[config.mk]
export PLATFORM = sky130hd
export DESIGN_NAME = entry_dispatcher_flat
export DESIGN_NICKNAME = d
export VERILOG_FILES = /design/src/rtl/recur_pkg.sv /design/src/rtl/entry_dispatcher_if.sv /design/src/rtl/entry_fifo.sv /design/src/rtl/entry_dispatcher.sv /design/src/flat_wrapper.sv
export SDC_FILE = /design/constraint.sdc
export NUM_CORES = 1
export LEC_CHECK = 0
export BUFFER_PORTS_ARGS = -buffer_cell sky130_fd_sc_hd__buf_2
export CORE_MARGIN = 5
export CORE_UTILIZATION = 45
export DETAILED_ROUTE_END_ITERATION = 10
export PLACE_DENSITY_LB_ADDON = 0.15
export RECOVER_POWER = 50
export SYNTH_ARGS = -nofsm -noshare
export SYNTH_HDL_FRONTEND = slang
export SYNTH_HIERARCHICAL = 1
export SYNTH_SLANG_ARGS = --single-unit
[constraint.sdc]
create_clock -name clk -period 3.03 [get_ports clk]
set_input_delay 0.606 -clock clk [delete_from_list [all_inputs] [get_ports clk]]
set_output_delay 0.606 -clock clk [all_outputs]
set_load 0.02 [all_outputs]
[src/rtl/recur_pkg.sv]
// Shared types and helpers for the recurrence front end (dispatcher state, widths).
package recur_pkg;

    localparam int unsigned SIZE_DEFAULT = 4;

    typedef enum logic [2:0] {
        DS_IDLE,
        DS_LAUNCH,
        DS_GUARD,
        DS_WAIT,
        DS_OUT
    } ds_state_e;

    function automatic int unsigned result_width(input int unsigned size);
        return 2 * size;
    endfunction

endpackage

[src/rtl/entry_dispatcher_if.sv]
// Request and result streams of the entry dispatcher (valid/ready on both sides).
interface entry_dispatcher_if #(
    parameter int unsigned SIZE = recur_pkg::SIZE_DEFAULT
);
    localparam int unsigned RW = recur_pkg::result_width(SIZE);

    logic            in_valid;
    logic            in_ready;
    logic [SIZE-1:0] in_entry;
    logic            out_valid;
    logic            out_ready;
    logic [SIZE-1:0] out_entry;
    logic [RW-1:0]   out_result;
    logic            out_err;

    modport master (
        output in_valid, in_entry, out_ready,
        input  in_ready, out_valid, out_entry, out_result, out_err
    );

    modport slave (
        input  in_valid, in_entry, out_ready,
        output in_ready, out_valid, out_entry, out_result, out_err
    );

endinterface

[src/rtl/entry_fifo.sv]
// Parameterised synchronous FIFO; DEPTH must be a power of two so pointers wrap naturally.
module entry_fifo #(
    parameter int unsigned WIDTH = 4,
    parameter int unsigned DEPTH = 4
) (
    input  logic                    clk,
    input  logic                    rst,
    input  logic                    push,
    input  logic [WIDTH-1:0]        push_data,
    input  logic                    pop,
    output logic [WIDTH-1:0]        head,
    output logic                    full,
    output logic                    empty,
    output logic [$clog2(DEPTH):0]  count
);
    localparam int unsigned AW = $clog2(DEPTH);
    localparam int unsigned CW = AW + 1;

    logic [WIDTH-1:0] mem [DEPTH];
    logic [AW-1:0]    wr_ptr;
    logic [AW-1:0]    rd_ptr;
    logic             do_push;
    logic             do_pop;

    assign do_push = push && !full;
    assign do_pop  = pop && !empty;
    assign full    = (count == CW'(DEPTH));
    assign empty   = (count == '0);
    assign head    = mem[rd_ptr];

    always_ff @(posedge clk or posedge rst) begin
        if (rst) begin
            wr_ptr <= '0;
            rd_ptr <= '0;
            count  <= '0;
        end else begin
            if (do_push) wr_ptr <= wr_ptr + AW'(1);
            if (do_pop)  rd_ptr <= rd_ptr + AW'(1);
            count <= count + CW'(do_push) - CW'(do_pop);
        end
    end

    // Storage needs no reset; count gates every read.
    always_ff @(posedge clk) begin
        if (do_push) mem[wr_ptr] <= push_data;
    end

endmodule

[src/rtl/entry_dispatcher.sv]
// Entry dispatcher: FIFO-buffered job issue to the recurrence engine with watchdog timeout.
// Optional ENTRY_DISPATCHER_BYPASS_EN: entries < 2 skip the engine and return result 1.
module entry_dispatcher
    import recur_pkg::*;
#(
    parameter int unsigned SIZE    = SIZE_DEFAULT,
    parameter int unsigned DEPTH   = 4,
    parameter int unsigned TIMEOUT = 255
) (
    input  logic                          clk,
    input  logic                          rst,
    entry_dispatcher_if.slave             io,
    output logic                          eng_load,
    output logic [SIZE-1:0]               eng_entry,
    output logic                          eng_mask,
    input  logic                          eng_done,
    input  logic [result_width(SIZE)-1:0] eng_result,
    output logic                          busy
);
    localparam int unsigned RW  = result_width(SIZE);
    localparam int unsigned WDW = $clog2(TIMEOUT) + 1;
    localparam int unsigned CW  = $clog2(DEPTH) + 1;

    ds_state_e       state_q;
    logic [WDW-1:0]  wd_q;
    logic            bypass_q;
    logic            out_valid_q;
    logic [SIZE-1:0] out_entry_q;
    logic [RW-1:0]   out_result_q;
    logic            out_err_q;

    logic            fifo_push;
    logic            fifo_full;
    logic            fifo_empty;
    logic [SIZE-1:0] fifo_head;
    logic [CW-1:0]   fifo_count;
    logic            launch_go;
    logic            bypass_c;

    entry_fifo #(.WIDTH(SIZE), .DEPTH(DEPTH)) u_fifo (
        .clk       (clk),
        .rst       (rst),
        .push      (fifo_push),
        .push_data (io.in_entry),
        .pop       (launch_go),
        .head      (fifo_head),
        .full      (fifo_full),
        .empty     (fifo_empty),
        .count     (fifo_count)
    );

    assign io.in_ready = !fifo_full;
    assign fifo_push   = io.in_valid && !fifo_full;
    assign busy        = (state_q != DS_IDLE) || (fifo_count != '0);

    // Head is popped on the edge that enters LAUNCH, so eng_entry is valid for the whole job.
    assign launch_go = !fifo_empty &&
                       ((state_q == DS_IDLE) || ((state_q == DS_OUT) && io.out_ready));

`ifdef ENTRY_DISPATCHER_BYPASS_EN
    assign bypass_c = (fifo_head < SIZE'(2));
`else
    assign bypass_c = 1'b0;
`endif

    assign io.out_valid  = out_valid_q;
    assign io.out_entry  = out_entry_q;
    assign io.out_result = out_result_q;
    assign io.out_err    = out_err_q;

    always_ff @(posedge clk or posedge rst) begin
        if (rst) begin
            state_q      <= DS_IDLE;
            wd_q         <= '0;
            bypass_q     <= 1'b0;
            eng_load     <= 1'b0;
            eng_mask     <= 1'b0;
            eng_entry    <= '0;
            out_valid_q  <= 1'b0;
            out_entry_q  <= '0;
            out_result_q <= '0;
            out_err_q    <= 1'b0;
        end else begin
            eng_load <= 1'b0;
            if (launch_go) begin
                state_q     <= DS_LAUNCH;
                eng_entry   <= fifo_head;
                eng_load    <= !bypass_c;
                eng_mask    <= 1'b1;
                bypass_q    <= bypass_c;
                out_valid_q <= 1'b0;
            end else begin
                case (state_q)
                    DS_LAUNCH: begin
                        if (bypass_q) begin
                            state_q      <= DS_OUT;
                            eng_mask     <= 1'b0;
                            out_valid_q  <= 1'b1;
                            out_entry_q  <= eng_entry;
                            out_result_q <= RW'(1);
                            out_err_q    <= 1'b0;
                        end else begin
                            state_q <= DS_GUARD;
                        end
                    end
                    DS_GUARD: begin
                        state_q  <= DS_WAIT;
                        eng_mask <= 1'b0;
                        wd_q     <= '0;
                    end
                    // Completion beats a timeout that expires in the same cycle.
                    DS_WAIT: begin
                        if (eng_done) begin
                            state_q      <= DS_OUT;
                            out_valid_q  <= 1'b1;
                            out_entry_q  <= eng_entry;
                            out_result_q <= eng_result;
                            out_err_q    <= 1'b0;
                        end else if (wd_q == WDW'(TIMEOUT - 1)) begin
                            state_q      <= DS_OUT;
                            out_valid_q  <= 1'b1;
                            out_entry_q  <= eng_entry;
                            out_result_q <= '0;
                            out_err_q    <= 1'b1;
                        end else begin
                            wd_q <= wd_q + WDW'(1);
                        end
                    end
                    DS_OUT: begin
                        if (io.out_ready) begin
                            out_valid_q <= 1'b0;
                            state_q     <= DS_IDLE;
                        end
                    end
                    default: state_q <= DS_IDLE;
                endcase
            end
        end
    end

endmodule

[src/flat_wrapper.sv]
// flat-port wrapper written by rule: the top's interface ports become plain ports
module entry_dispatcher_flat import recur_pkg::*;
#(
    parameter int unsigned SIZE    = SIZE_DEFAULT,
    parameter int unsigned DEPTH   = 4,
    parameter int unsigned TIMEOUT = 255
)
  (clk, rst, eng_load, eng_entry, eng_mask, eng_done, eng_result, busy, io_in_valid, io_in_entry, io_out_ready, io_in_ready, io_out_valid, io_out_entry, io_out_result, io_out_err);
  entry_dispatcher_if #(.SIZE(SIZE)) io_i ();
  input  logic clk;
  input  logic rst;
  output logic eng_load;
  output logic [SIZE-1:0] eng_entry;
  output logic eng_mask;
  input  logic eng_done;
  input  logic [result_width(SIZE)-1:0] eng_result;
  output logic busy;
  input wire logic [$bits(io_i.in_valid)-1:0] io_in_valid;
  input wire logic [$bits(io_i.in_entry)-1:0] io_in_entry;
  input wire logic [$bits(io_i.out_ready)-1:0] io_out_ready;
  output wire logic [$bits(io_i.in_ready)-1:0] io_in_ready;
  output wire logic [$bits(io_i.out_valid)-1:0] io_out_valid;
  output wire logic [$bits(io_i.out_entry)-1:0] io_out_entry;
  output wire logic [$bits(io_i.out_result)-1:0] io_out_result;
  output wire logic [$bits(io_i.out_err)-1:0] io_out_err;
  assign io_i.in_valid = io_in_valid;
  assign io_i.in_entry = io_in_entry;
  assign io_i.out_ready = io_out_ready;
  assign io_in_ready = io_i.in_ready;
  assign io_out_valid = io_i.out_valid;
  assign io_out_entry = io_i.out_entry;
  assign io_out_result = io_i.out_result;
  assign io_out_err = io_i.out_err;
  entry_dispatcher #(.SIZE(SIZE), .DEPTH(DEPTH), .TIMEOUT(TIMEOUT)) u_core (.clk(clk), .rst(rst), .io(io_i), .eng_load(eng_load), .eng_entry(eng_entry), .eng_mask(eng_mask), .eng_done(eng_done), .eng_result(eng_result), .busy(busy));
endmodule
==> impl_metrics.csv <==
group,metric,value,unit
clock_tree,cts_tree,"yes",
critical_path,crit_fanout,7,
floorplanning,die_h,84.7,µm
yosys,yosys.area.top_type,"dfrtp_1",
sta,finalSetupViolCount,0,
yosys,yosysSeqAreaShare,58.1,%
drt,wirelength_met1,2190,µm
final_layout,n_antenna_cell,0,
drt,highest_layer,"met4",
yosys,synth_top_area_share,38.9,%
min_path,worstHoldPathType,"in2async",
final_layout,nets,268,
drt,drcViolationCount,0,
drt,wl,4540,µm
drt,drt_first_iter_violations,71,
sta,drv_slew,33,
grt,grt_pass1_wl,7820,µm
yosys,ys.flop_type,"dfrtp_1",
yosys,synth_area_leaders,"dfrtp_1 (39%), edfxtp_1 (19%), ha_1 (4.0%)",
floorplanning,die_area,7170,µm²
clock_tree,path_clk_slew,100,ps
yosys,synthSimpleGateAreaFrac,14.4,%
drt,wl_met2,2030,µm
grt,grtUsageTotal,13.7,%
status,violations,"max-capacitance violations, max-slew violations",
sta,clock.fmax,383,MHz
floorplanning,core-area,5470,µm²
job,maxCapViolCount,1,
clock_tree,clk_latency,300,ps
clock_tree,clock-root-buffer,"clkbuf_8",
power_and_ir_drop,powerDensity,962,nW/µm²
clock_tree,cts_setup_buffers,0,
yosys,synth_mux_area_share,5.39,%
drt,postRouteAntennaNets,0,
yosys,synth-edff-count,16,
final_layout,area_delta_synth_final,14.5,%
grt,antenna_found_initial,0,
drt,dr.pass1.iters,4,
critical_path,cp-start-kind,"flop",
yosys,syn_avg_cell_area,12.7,µm²
critical_path,critPathSlowestCell,"dfrtp_1",
yosys,synth-adder-area-share,4.79,%
sta,hold_violations,0,
drt,wl_met3,263,µm
yosys,async_reset_ff_share,70.9,%
clock_tree,hold_buffers,0,
drt,vias,1588,
place,dp_cells,307,
place,gp_congestion,0.807,
power_and_ir_drop,power_leakage,1.27,nW
yosys,yosys_warnings,6,
yosys,synth_area,2510,µm²
critical_path,slowest_delay,380,ps
place,dpl.hpwl,3250,µm
status,status,"finished with violations",
floorplanning,dieWidth,84.7,µm
sta,skew,8.47,ps
sta,rsz0062_at_grt,"no",
critical_path,crit_type,"reg2reg",
critical_path,critPathArrivalTime,2810,ps
critical_path,path_cells,"nor3_1 > nor3_1 > nand2_1 > inv_1 > o31ai_2 > inv_1 > ha_1 > inv_1 > ha_1 > fa_1 > xor2_1 > xnor2_1",
floorplanning,start_util,45.8,%
sta,relSlewSlack,-14.8,%
critical_path,cp-end-kind,"flop",
grt,grt_overflow_total,0,
floorplanning,rows,27,
critical_path,path_delay_family,"adder cells",
place,portBuffers,38,
critical_path,path_buf_inv,3,
power_and_ir_drop,power,0.00276,W
grt,grt_max_degree,33,
yosys,netlist_instances,197,
critical_path,path_common_cell,"inv_1",
yosys,ys_ff_latch,55,
yosys,synth-compound-area-share,11.2,%
yosys,synthXorXnorAreaFrac,2.79,%
sta,period_share,86.3,%
grt,grt_pass1_vias,1593,
drt,vias_per_cell,5.04,
final_layout,final_cell_count_no_fill,315,
clock_tree,clk_path_buf_depth,2,
critical_path,required,3220,ps
drt,detail_route.wl_per_cell,14.4,µm
clock_tree,cts.sinks,55,
yosys,synth.distinct_cells,43,
yosys,synth_top_family_by_area,"simple AND/OR/NAND/NOR gates",
clock_tree,numCtsBuffers,5,
yosys,mappedNetlistNets,223,
clock_tree,htree_levels,2,
final_layout,drive_above_1_share,23.0,%
floorplanning,io_pins,39,
clock_tree,post_cts_resized,0,
sta,fin_tns_setup,0,ps
sta,worst_slew_pin_slew,1720,ps
sta,period_needed,2610,ps
power_and_ir_drop,peakVddDrop,0.332,mV
==> registers in the layout, summed over array words and instances, names as in the netlist <==
name / cells
u_core/eng_load: 1
u_core/u_fifo/rd_ptr: 2
u_core/u_fifo/wr_ptr: 2
u_core/state_q: 3
u_core/io.out_valid: 1
u_core/eng_entry: 4
u_core/u_fifo/count: 3
u_core/io.out_entry: 4
u_core/io.out_result: 8
u_core/u_fifo/mem: 16
u_core/wd_q: 9
u_core/io.out_err: 1
u_core/eng_mask: 1
==> routing by layer <==
metal	up-vias	GRT usage (%)
met3	7	4.02
met2	36	20.7
met1	751	19.0
met5	-	0
li1	794	-
met4	0	4.32
==> layout make-up <==
type,instances,area [µm²]
multi-input combinational,122,966
clock inverter,3,22.5
inverter,14,52.6
clock buffer,5,68.8
fill,495,2600
timing repair buffer,44,216
tap,72,90.1
sequential,55,1460
==> synth_stat cells (all sizes together), types with 2 or more instances <==
cell	instances
a211oi	3
clkbuf	2
o21ai	4
and3	2
nand3	3
nand4bb	2
edfxtp	16
nand2b	6
o31ai	3
mux4	4
mux2	4
xnor2	5
nor2	7
nand3b	2
inv	14
nand2	25
a22o	10
o211ai	2
xor2	3
ha	8
a21oi	7
buf	4
dfrtp	39
and3b	4
nor3	3
==> where the power goes <==
group	switching (W)	leakage [nW]	internal (W)
registers	0.000178	0.638	0.00102
logic	0.000671	0.590	0.000492
clock network	0.000236	0.0447	0.000165
==> worst paths after layout <==
path,endpoint,cells after the start,slack [ps],from
min reg2reg,u_core/io.out_valid,2,500,u_core/io.out_valid
min,u_core/u_fifo/wr_ptr[0],2,230,rst
max in group asynchronous,u_core/io.out_entry[0],3,1140,rst
min in group clk,u_core/io.out_valid,2,500,u_core/io.out_valid
max,u_core/u_fifo/count[2],12,420,u_core/u_fifo/count[2]
max reg2reg,u_core/u_fifo/count[2],12,420,u_core/u_fifo/count[2]
==> kinds of logic (layout without fill, tap and decap cells) <==
group                      after synthesis  count (layout)
xor gates and xnor gates                 8               8
DFF                                     55              55
muxes                                    8               8
adders and majority gates                9               9
and+or+nand+nor                         62              62
buffers and inverters                   20              66
AOI/OAI and AO/OA                       35              35
==> cells in the final DEF, fill, tap and decap left out, drive strengths merged, types with 5 or more instances in the layout <==
cell,count
nor2,7
nand2b,6
a21oi,7
ha,8
inv,15
a22o,10
edfxtp,16
xnor2,5
dfrtp,39
nand2,25
clkbuf,18
buf,31
==> metrics by stage <==
| stage | worst slack, ps | hold slack (ps) | utilization (%) | area (µm²) |
|---|---|---|---|---|
| after floorplan | 505 | 409 | - | 2510 |
| after global placement | 399 | 482 | 51.2 | 2800 |
| after detailed placement | 336 | 482 | 51.2 | 2800 |
| after CTS | 418 | 224 | 52.8 | 2890 |
| after global routing | 192 | 241 | 52.5 | 2870 |
| final | 416 | 228 | 52.5 | 2870 |
Power figures use the tool's default switching activity.
